**src/rtl/seq_det_ctrl_pkg.sv**
```systemverilog
// Shared types and defaults for the 110101 detector frame controller.
// FSM state encoding and default beat/counter widths.
package seq_det_ctrl_pkg;

   localparam int DATA_W_DEF = 8;
   localparam int CNT_W_DEF  = 8;

   typedef enum logic [2:0] {
      IDLE  = 3'd0,
      SHIFT = 3'd1,
      WAIT  = 3'd2,
      DRAIN = 3'd3,
      DONE  = 3'd4
   } state_t;

endpackage

```
**src/rtl/sat_counter.sv**
```systemverilog
// Saturating hit counter with sticky overflow; clr wins over inc, result visible next cycle.
// No backpressure: an increment at the maximum value only sets ovf.
module sat_counter #(
   parameter int CNT_W = 8
) (
   input  logic             clk,
   input  logic             reset,
   input  logic             clr,
   input  logic             inc,
   output logic [CNT_W-1:0] count,
   output logic             ovf
);

   localparam logic [CNT_W-1:0] CNT_MAX = '1;

   always_ff @(posedge clk or negedge reset) begin
      if (!reset) begin
         count <= '0;
         ovf   <= 1'b0;
      end else if (clr) begin
         count <= '0;
         ovf   <= 1'b0;
      end else if (inc) begin
         if (count == CNT_MAX) ovf <= 1'b1;
         else                  count <= count + CNT_W'(1);
      end
   end

endmodule

```
**src/rtl/seq_det_ctrl.sv**
```systemverilog
// Serializes framed bytes MSB-first into a 110101 Moore detector and counts hits per frame.
// frame_done at N*DATA_W+2 cycles after first accept (+1 per starved cycle); s_ready depends on state only.
module seq_det_ctrl
   import seq_det_ctrl_pkg::*;
#(
   parameter int DATA_W = DATA_W_DEF,
   parameter int CNT_W  = CNT_W_DEF
) (
   input  logic              clk,
   input  logic              reset,
   input  logic              s_valid,
   output logic              s_ready,
   input  logic [DATA_W-1:0] s_data,
   input  logic              s_last,
   output logic              det_x,
   output logic              det_en,
   output logic              det_clr,
   input  logic              det_y,
   output logic              frame_done,
   output logic [CNT_W-1:0]  match_count,
   output logic              match_ovf
);

   localparam int               IDX_W   = (DATA_W > 1) ? $clog2(DATA_W) : 1;
   localparam logic [IDX_W-1:0] IDX_TOP = IDX_W'(DATA_W - 1);

   state_t            state;
   logic [DATA_W-1:0] shreg;
   logic [IDX_W-1:0]  bit_idx;
   logic              last_q;
   logic              en_q;
   logic              accept;
   logic              first_accept;

   assign s_ready = (state == IDLE) || (state == WAIT) ||
                    ((state == SHIFT) && (bit_idx == '0) && !last_q);
   assign accept       = s_valid && s_ready;
   assign first_accept = accept && (state == IDLE);

   always_ff @(posedge clk or negedge reset) begin
      if (!reset) begin
         state      <= IDLE;
         shreg      <= '0;
         bit_idx    <= '0;
         last_q     <= 1'b0;
         det_x      <= 1'b0;
         det_en     <= 1'b0;
         det_clr    <= 1'b1;
         frame_done <= 1'b0;
         en_q       <= 1'b0;
      end else begin
         en_q <= det_en;
         // Any accepted beat (IDLE, WAIT or last bit of a non-final beat) loads the shifter.
         if (accept) begin
            state   <= SHIFT;
            shreg   <= s_data;
            bit_idx <= IDX_TOP;
            last_q  <= s_last;
            det_x   <= s_data[DATA_W-1];
            det_en  <= 1'b1;
            det_clr <= 1'b0;
         end else begin
            case (state)
               SHIFT: begin
                  if (bit_idx != '0) begin
                     shreg   <= {shreg[DATA_W-2:0], 1'b0};
                     bit_idx <= bit_idx - IDX_W'(1);
                     det_x   <= shreg[DATA_W-2];
                  end else begin
                     state  <= last_q ? DRAIN : WAIT;
                     det_x  <= 1'b0;
                     det_en <= 1'b0;
                  end
               end
               DRAIN: begin
                  state      <= DONE;
                  frame_done <= 1'b1;
                  det_clr    <= 1'b1;
               end
               DONE: begin
                  state      <= IDLE;
                  frame_done <= 1'b0;
               end
               IDLE, WAIT: ;
               default: begin
                  state      <= IDLE;
                  det_x      <= 1'b0;
                  det_en     <= 1'b0;
                  det_clr    <= 1'b1;
                  frame_done <= 1'b0;
               end
            endcase
         end
      end
   end

   // en_q aligns the one-cycle detector latency so a held Moore output counts once.
   sat_counter #(.CNT_W(CNT_W)) u_cnt (
      .clk   (clk),
      .reset (reset),
      .clr   (first_accept),
      .inc   (en_q && det_y),
      .count (match_count),
      .ovf   (match_ovf)
   );

endmodule

```
**config.mk**
```make
export PLATFORM = sky130hd
export DESIGN_NAME = seq_det_ctrl
export DESIGN_NICKNAME = d
export VERILOG_FILES = /design/src/rtl/seq_det_ctrl_pkg.sv /design/src/rtl/sat_counter.sv /design/src/rtl/seq_det_ctrl.sv
export SDC_FILE = /design/constraint.sdc
export NUM_CORES = 1
export LEC_CHECK = 0
export BUFFER_PORTS_ARGS = -buffer_cell sky130_fd_sc_hd__buf_2
export CORE_AREA = 2 2 55 57
export DETAILED_ROUTE_END_ITERATION = 10
export DIE_AREA = 0 0 57 59
export PLACE_DENSITY = 0.87
export SYNTH_ARGS = -nofsm -noshare
export SYNTH_HDL_FRONTEND = slang
export SYNTH_SLANG_ARGS = --single-unit
export TNS_END_PERCENT = 10
```
**constraint.sdc**
```tcl
create_clock -name clk -period 2.9 [get_ports clk]
set_clock_uncertainty 0.2 [all_clocks]
set_input_delay 0.29 -clock clk [delete_from_list [all_inputs] [get_ports clk]]
set_output_delay 0.29 -clock clk [all_outputs]
set_load 0.01 [all_outputs]
```
==> results.tsv, run 1 <==
metric	value	unit
final_core_util	0.602	
placed_area	1560	µm²
hold_path.class	input pin to flop	
worst-r2r-cell-count	6	
slew_violations	0	
irDropWorstVdd	0.000613	V
synth_largest_area_cell	dfrtp_1	
tritoncts	yes	
syn_nets	144	
clockRootBuffer	clkbuf_4	
fillers	239	
ys.flop_type	dfrtp_1	
synth-edff-count	0	
drt_wl_total	2.55	mm
holdPathStages	3	
outcome	complete, no violations	
crit_chain	inv_1 > ha_1 > or4b_4 > and2_1 > nor2_1 > buf_2	
critical_path_class	flop to output pin	
setup_violations	0	
grt_antenna_before_repair	0	
die_y	59	µm
grt_overflow	0	
yosysMostFrequentCell	dfrtp_1	
synthToLayoutAreaGrowth	14.3	%
max_cap_violations	0	
insertion_delay	0.32	ns
crit_arrival	1.92	ns
ys_seq_elements	28	
p_leak	0.811	nW
fin_area	1630	µm²
postRouteAntennaNets	0	
drt_iter0_markers	31	
dp_cells	179	
fmax	0.415	GHz
crit_path_max_fanout	3	
clk_pin_slew_worst_paths	0.14	ns
coreArea	2710	µm²
critical_path.max_stage_delay	0.49	ns
grt_use_total	0.170	
place.gp.congestion	0.887	
ios	27	
synth.area.top_cells	dfrtp_1 (47%), a22o_1 (3.7%), nor2_1 (3.4%)	
ys_seq_area_frac	0.491	
layout_setup_ws	0.491	ns
fin_hold_ws	0.0419	ns
ys_warn_count	0	
synth_commonest_cells	dfrtp_1 (27), nor2_1 (13), a21o_1 (6), a22o_1 (6), nand2_1 (6)	
instances_no_fill	187	
cts_made_buffers	3	
viasPerCell	5.63	
rsz0062_at_grt	false	
grt_pass1_vias	1048	
cts_resized	0	
grt_pass1_wl	4.56	mm
wire_per_inst	13.6	µm
fin_crit_sh	0.831	
p_per_area	938	nW/µm²
tightest_slew	0.598	ns
grt_max_degree	29	
h-tree-depth	1	
vias	1053	
syn_area_per_cell	11.2	µm²
synth-async-reset-ratio	1.00	
maxSlewHeadroom	0.601	
postSynthCellCount	128	
fp-row-count	19	
first_pass_iters	4	
worstSetupStartpointType	flop	
cp_slowest_cell	or4b_4	
post-place-ws	0.674	ns
clock_sinks	28	
synth_cell_types	44	
hold_viol_final	0	
final_nets	173	
drive_gt1_frac	0.263	
period_minus_slack	2.41	ns
initial_core_util	0.527	
synth_top_area_share	0.473	
drc	0	
synth_area	1430	µm²
antennaDiodeCount	0	
die_area	3360	µm²
dp_hpwl	1.86	mm
fin_total_pwr	1.53	mW
required	2.41	ns
tns	0	ns
cts.path.max_buffers	2	
chipWidth	57	µm
cp-end-kind	output pin	
io_buffers	26	
==> worst max-delay path, delay by kind of cell (launching register included) <==
kind,cells,cell delay [ns]
adders and majority gates,1,0.16
and+or+nand+nor,3,0.80
buffers and inverters,2,0.22
DFF,1,0.42
==> power breakdown <==
part	total, mW	internal (mW)	switching, mW
sequential	0.708	0.549	0.160
clock	0.187	0.0768	0.110
combinational	0.636	0.305	0.331
total	1.53	0.930	0.601
==> layout make-up <==
| type | count | area [µm²] | area share |
|---|---|---|---|
| clock buffer | 4 | 36.3 | 0.0222 |
| inverter | 3 | 11.3 | 0.00690 |
| multi-input combinational | 90 | 667 | 0.408 |
| sequential | 28 | 702 | 0.430 |
| tap | 31 | 38.8 | 0.0238 |
| timing repair buffer | 31 | 178 | 0.109 |
==> sequential cells by signal, summed over array words and instances, names as in the netlist <==
register and flops:
det_en 1, bit_idx 3, frame_done 1, state 3, shreg 7, en_q 1, u_cnt.count 8, u_cnt.ovf 1
last_q 1, det_x 1, det_clr 1
==> layer usage <==
metal	GRT usage	wire length (µm)	vias up
met3	0.0197	92	2
met5	0	0	-
met4	0.0498	19	0
met2	0.289	1230	22
li1	-	-	524
met1	0.233	1210	505
==> cell families after synthesis <==
family,synth area share
buffers and inverters,0.0420
adder cells (fa/ha/maj),0.0333
AND/OR/NAND/NOR,0.180
XOR/XNOR,0.0245
AO/OA/AOI/OAI,0.207
flip-flops,0.491
multiplexers,0.0219
==> timing repair <==
action / CTS / global route
hold endpoints to repair: 30 / 0
buffers inserted: 0 / 0
hold buffers: 4 / 0
==> worst paths after layout <==
kind	from	endpoint	slack, ns
worst max-delay path	bit_idx[0]	s_ready	0.49
worst max register to register	bit_idx[0]	shreg[5]	0.67
max in group asynchronous	reset	u_cnt.count[3]	1.83
min in group asynchronous	reset	u_cnt.count[5]	0.29
worst min-delay path	s_valid	state[0]	0.04
worst min register to register	det_en	en_q	0.23
==> cell usage in the layout (no fill, tap or decap), drive strengths merged, types with 2 or more instances in the layout <==
cell type	synthesis	routed
o21ai	5	5
nor2	13	13
nand3	3	3
inv	3	3
a21o	6	6
dlygate4sd3	0	4
a22o	6	6
ha	3	3
or2b	2	2
or4b	2	2
dfrtp	27	27
clkbuf	1	4
xnor2	2	2
and3	2	2
nor3	3	3
xor2	2	2
nand2	6	6
a221oi	2	2
nand2b	4	4
a31oi	2	2
and2	2	2
a21oi	5	5
nand4	2	2
buf	6	27
o21a	2	2
mux2i	2	2
o22ai	2	2
(Power assumes the default switching activity.)
==> run 2: changes to the inputs <==
==> constraint.sdc (replaced) <==
create_clock -name clk -period 2.35 [get_ports clk]
set_clock_uncertainty 0.2 [all_clocks]
set_input_delay 0.235 -clock clk [delete_from_list [all_inputs] [get_ports clk]]
set_output_delay 0.235 -clock clk [all_outputs]
set_load 0.01 [all_outputs]
==> results.tsv, run 2 (synthesized netlist as in run 1, its figures left out) <==
metric	value	unit	change
drive_gt1_frac	0.315		+0.0527
cts.path.max_buffers	2		unchanged
regToRegSetupSlack	0.14	ns	-0.53 ns
p_per_area	1150	nW/µm²	+22%
initial_core_util	0.527		unchanged
clk_pin_slew_worst_paths	0.14	ns	about the same
hold_viol_final	0		unchanged
die_area	3360	µm²	unchanged
coreArea	2710	µm²	unchanged
final_common_cell	dfrtp_1		
final_nets	185		+6.9%
top_regs	u_cnt.count x8, shreg x7		
grt_overflow	0		unchanged
fin_crit_sh	0.962		
max_cap_violations	0		unchanged
io_buffers	26		unchanged
tightest_slew	0.601	ns	+0.00327 ns
largest_reg_flops	8		unchanged
placed_area	1590	µm²	+2.4%
tns	0	ns	unchanged
period_minus_slack	2.26	ns	
holdPathStages	3		unchanged
die_y	59	µm	unchanged
instances_no_fill	199		+6.4%
drt_iter0_markers	42		+35%
drc	0		unchanged
first_pass_iters	4		unchanged
rsz0062_at_grt	false		
slew_violations	0		unchanged
wire_per_inst	14.2	µm	+4.4%
postRouteAntennaNets	0		unchanged
required	1.91	ns	-0.50 ns
outcome	complete, no violations		
critical_path_class	flop to output pin		
setup_violations	0		unchanged
hold_path.class	input pin to flop		
crit_path_max_fanout	3		unchanged
grt_use_total	0.178		+0.00813
rr_startpoint	bit_idx[0]		
clockRootBuffer	clkbuf_4		
vias	1098		+4.3%
fp-row-count	19		unchanged
dp_hpwl	1.99	mm	+6.6%
clock_sinks	28		unchanged
fmax	0.442	GHz	
crit_arrival	1.83	ns	-0.09 ns
ios	27		unchanged
worst-r2r-cell-count	8		+2
maxSlewHeadroom	0.599		-0.00218
synthToLayoutAreaGrowth	21.6	%	
grt_max_degree	29		unchanged
h-tree-depth	1		unchanged
chipWidth	57	µm	unchanged
top_register	u_cnt.count		
min_from	s_data[6]		
p_leak	0.867	nW	+6.8%
final_cell_mix	dfrtp_1 (27), buf_2 (26), nor2_1 (12), buf_4 (9), dlygate4sd3_1 (8)		
grt_pass1_vias	1091		+4.1%
cts_made_buffers	3		unchanged
r2r_end	shreg[2]		
hold_end	shreg[6]		
insertion_delay	0.32	ns	about the same
cp-end-kind	output pin		
dp_cells	184		+2.8%
fin_total_pwr	1.99	mW	+30%
antennaDiodeCount	0		unchanged
drt_wl_total	2.83	mm	+11%
tritoncts	yes		
viasPerCell	5.52		-2.0%
grt_antenna_before_repair	0		unchanged
worstSetupStartpointType	flop		
irDropWorstVdd	0.000825	V	+35%
grt_pass1_wl	4.59	mm	+0.61%
place.gp.congestion	0.925		+4.3%
fin_area	1740	µm²	+6.4%
## run 2: metrics by stage
| stage | hold slack, ns | utilization | worst slack, ns |
|---|---|---|---|
| floorplan | -0.261 | - | 0.248 |
| global placement | 0.0733 | 0.588 | 0.307 |
| detailed placement | 0.0830 | 0.588 | 0.241 |
| CTS | 0.000447 | 0.634 | 0.00411 |
| global route | 0.0133 | 0.641 | 0.00882 |
| finish | 0.00744 | 0.641 | 0.0897 |
## run 2: worst max-delay path: stages (launching register included)
cell and delay (ns):
dfrtp_1 0.42, inv_2 0.06, ha_1 0.15, or4b_4 0.47, and2_4 0.19, nor2_2 0.08, buf_2 0.14
## run 2: layout make-up
class / count / area, µm²
fill: 232 / 972
sequential: 28 / 702
multi-input combinational: 90 / 672
timing repair buffer: 43 / 278
tap: 31 / 38.8
clock buffer: 4 / 36.3
inverter: 3 / 11.3
## run 2: worst max-delay path by stage
stage	slack, ns	start	to	cells after the start
after floorplan	0.25	bit_idx[0]	last_q	6
after global placement	0.31	bit_idx[0]	shreg[3]	6
after detailed placement	0.24	bit_idx[0]	shreg[5]	6
after CTS	0.004	bit_idx[0]	s_ready	6
after global routing	0.009	bit_idx[1]	s_ready	6
final	0.09	bit_idx[0]	s_ready	6
## run 2: repair_timing
action,4_1_cts,5_1_grt
buffers inserted,1,2
hold endpoints to repair,34,0
endpoints found under the setup margin,1,1
hold buffers,8,0
resized for setup,0,4
## run 2: per-layer routing
| metal | vias to the layer above | track usage | part of all wire |
|---|---|---|---|
| li1 | 545 | - | - |
| met1 | 526 | 0.199 | 0.41 |
| met2 | 25 | 0.337 | 0.55 |
| met3 | 2 | 0.0240 | 0.040 |
| met4 | 0 | 0.0831 | 0.0039 |
| met5 | - | 0 | 0 |
## run 2: report_power, final
part,internal [mW],switching [mW],leakage (nW)
logic,0.451,0.492,0.497
clock network,0.0948,0.135,0.0210
registers,0.678,0.142,0.349
total,1.22,0.770,0.867
==> run 3: changes to the inputs <==
--- a/config.mk
+++ b/config.mk
@@ -7,8 +7,10 @@
 export LEC_CHECK = 0
 export BUFFER_PORTS_ARGS = -buffer_cell sky130_fd_sc_hd__buf_2
 export CORE_AREA = 2 2 55 57
+export CTS_CLUSTER_DIAMETER = 120
 export DETAILED_ROUTE_END_ITERATION = 10
 export DIE_AREA = 0 0 57 59
+export MAX_ROUTING_LAYER = met4
 export PLACE_DENSITY = 0.87
 export SYNTH_ARGS = -nofsm -noshare
 export SYNTH_HDL_FRONTEND = slang
==> results.tsv, run 3 (synthesized netlist as in run 1, its figures left out) <==
metric	value	unit	change
antennaDiodeCount	0		unchanged
irDropWorstVdd	0.000827	V	+0.18%
worstSetupStartpointType	flop		
holdPathStages	3		unchanged
rsz0062_at_grt	false		
fin_crit_sh	0.964		+0.00174
drt_wl_total	2.84	mm	+0.21%
combPwrFrac	0.474		about the same
die_y	59	µm	unchanged
setup_violations	0		unchanged
tns	0	ns	unchanged
grt_antenna_before_repair	0		unchanged
cts_made_buffers	3		unchanged
multi_input_area	672	µm²	unchanged
insertion_delay	0.32	ns	about the same
coreArea	2710	µm²	unchanged
grt_pass1_vias	1090		-0.092%
p_per_area	1150	nW/µm²	+0.12%
postRouteAntennaNets	0		unchanged
rr_startpoint	bit_idx[0]		
r2r_end	shreg[2]		
final_common_cell	dfrtp_1		
clockRootBuffer	clkbuf_4		
crit_path_max_fanout	3		unchanged
cts.path.max_buffers	2		unchanged
cp_slowest_cell	or4b_4		
tritoncts	yes		
top_regs	u_cnt.count x8, shreg x7		
regToRegSetupSlack	0.13	ns	about the same
crit_chain	inv_2 > ha_1 > or4b_4 > and2_4 > nor2_2 > buf_2		
hold_path.class	input pin to flop		
period_minus_slack	2.26	ns	+0.00409 ns
final_nets	185		unchanged
h-tree-depth	1		unchanged
final_cell_mix	dfrtp_1 (27), buf_2 (26), nor2_1 (12), buf_4 (9), dlygate4sd3_1 (8)		
grt_use_total	0.184		+0.00593
maxSlewHeadroom	0.597		-0.00208
tightest_slew	0.605	ns	+0.00312 ns
clock_sinks	28		unchanged
die_area	3360	µm²	unchanged
p_int	1.22	mW	about the same
post-place-ws	0.241	ns	unchanged
slew_violations	0		unchanged
drc	0		unchanged
fmax	0.442	GHz	-0.18%
io_buffers	26		unchanged
switchingPower	0.772	mW	+0.30%
first_pass_iters	4		unchanged
power_frac_seq	0.411		about the same
drt_iter0_markers	47		+12%
initial_core_util	0.527		unchanged
layout_setup_ws	0.0856	ns	-0.00409 ns
crit_arrival	1.83	ns	about the same
grt_max_degree	29		unchanged
worst-r2r-cell-count	8		unchanged
seqCellArea	702	µm²	unchanged
fin_hold_ws	0.0102	ns	+0.00280 ns
critical_path_class	flop to output pin		
clkPwrFrac	0.115		about the same
p_leak	0.867	nW	unchanged
grt_overflow	0		unchanged
hold_end	shreg[6]		
synthToLayoutAreaGrowth	21.6	%	unchanged
top_register	u_cnt.count		
largest_reg_flops	8		unchanged
chipWidth	57	µm	unchanged
required	1.91	ns	about the same
critical_path.max_stage_delay	0.47	ns	about the same
viasPerCell	5.57		+1.0%
drive_gt1_frac	0.315		unchanged
fillers	232		unchanged
cp-end-kind	output pin		
dp_hpwl	1.99	mm	unchanged
hold_viol_final	0		unchanged
grt_pass1_wl	4.60	mm	+0.31%
place.gp.congestion	0.941		+1.8%
min_from	s_data[6]		
outcome	complete, no violations		
fp-row-count	19		unchanged
vias	1109		+1.0%
sw_frac_of_total	0.387		+0.000683
max_cap_violations	0		unchanged
ios	27		unchanged
wire_per_inst	14.3	µm	+0.21%
clk_pin_slew_worst_paths	0.14	ns	about the same
-- run 3: per-stage QoR --
step	util	total power, mW	area, µm²	instances
after floorplan	-	1.47	1430	128
after global placement	0.588	1.68	1590	184
after detailed placement	0.588	1.73	1590	184
after CTS	0.634	1.98	1720	197
after global routing	0.641	2.16	1740	199
final	0.641	2.00	1740	199
-- run 3: what timing repair did --
item                                   CTS  global route
endpoints found under the hold margin   34             0
hold buffers                             8             0
resized for setup                        0             4
buffers inserted                         1             2
setup endpoints to repair                1             1
-- run 3: how the worst max path moves through the flow --
stage | start | to | slack, ns
3_5_place_dp | bit_idx[0] | shreg[5] | 0.24
6_report | bit_idx[0] | s_ready | 0.09
5_1_grt | bit_idx[1] | s_ready | 0.01
2_1_floorplan | bit_idx[0] | last_q | 0.25
3_3_place_gp | bit_idx[0] | shreg[3] | 0.31
4_1_cts | bit_idx[0] | s_ready | 0.004
-- run 3: critical path, delay by kind of cell, from the launching register on --
| kind | cells | cell delay (ns) |
|---|---|---|
| adders and majority gates | 1 | 0.15 |
| DFF | 1 | 0.42 |
| buffers and inverters | 2 | 0.20 |
| and+or+nand+nor | 3 | 0.74 |
-- run 3: power by group through the flow --
| stage | Clock, mW | Sequential [mW] | Combinational [mW] |
|---|---|---|---|
| 6_report | 0.229 | 0.821 | 0.946 |
| 5_1_grt | 0.255 | 0.847 | 1.06 |
| 4_1_cts | 0.239 | 0.817 | 0.927 |
| 3_5_place_dp | 0 | 0.828 | 0.897 |
| 3_3_place_gp | 0 | 0.816 | 0.865 |
| 2_1_floorplan | 0 | 0.821 | 0.653 |
-- run 3: metal layers --
| layer | part of all wire | vias to the layer above | wire, µm | track usage |
|---|---|---|---|---|
| li1 | - | 545 | - | - |
| met1 | 0.41 | 534 | 1160 | 0.202 |
| met2 | 0.55 | 28 | 1550 | 0.337 |
| met3 | 0.040 | 2 | 113 | 0.0218 |
| met4 | 0.0039 | 0 | 11 | 0.0831 |
| met5 | 0 | - | 0 | - |
-- run 3: final cells by class --
type | count | share of cell area
Tap cell | 31 | 0.0223
Clock buffer | 4 | 0.0209
Sequential cell | 28 | 0.404
Timing Repair Buffer | 43 | 0.160
Multi-Input combinational cell | 90 | 0.387
Inverter | 3 | 0.00648
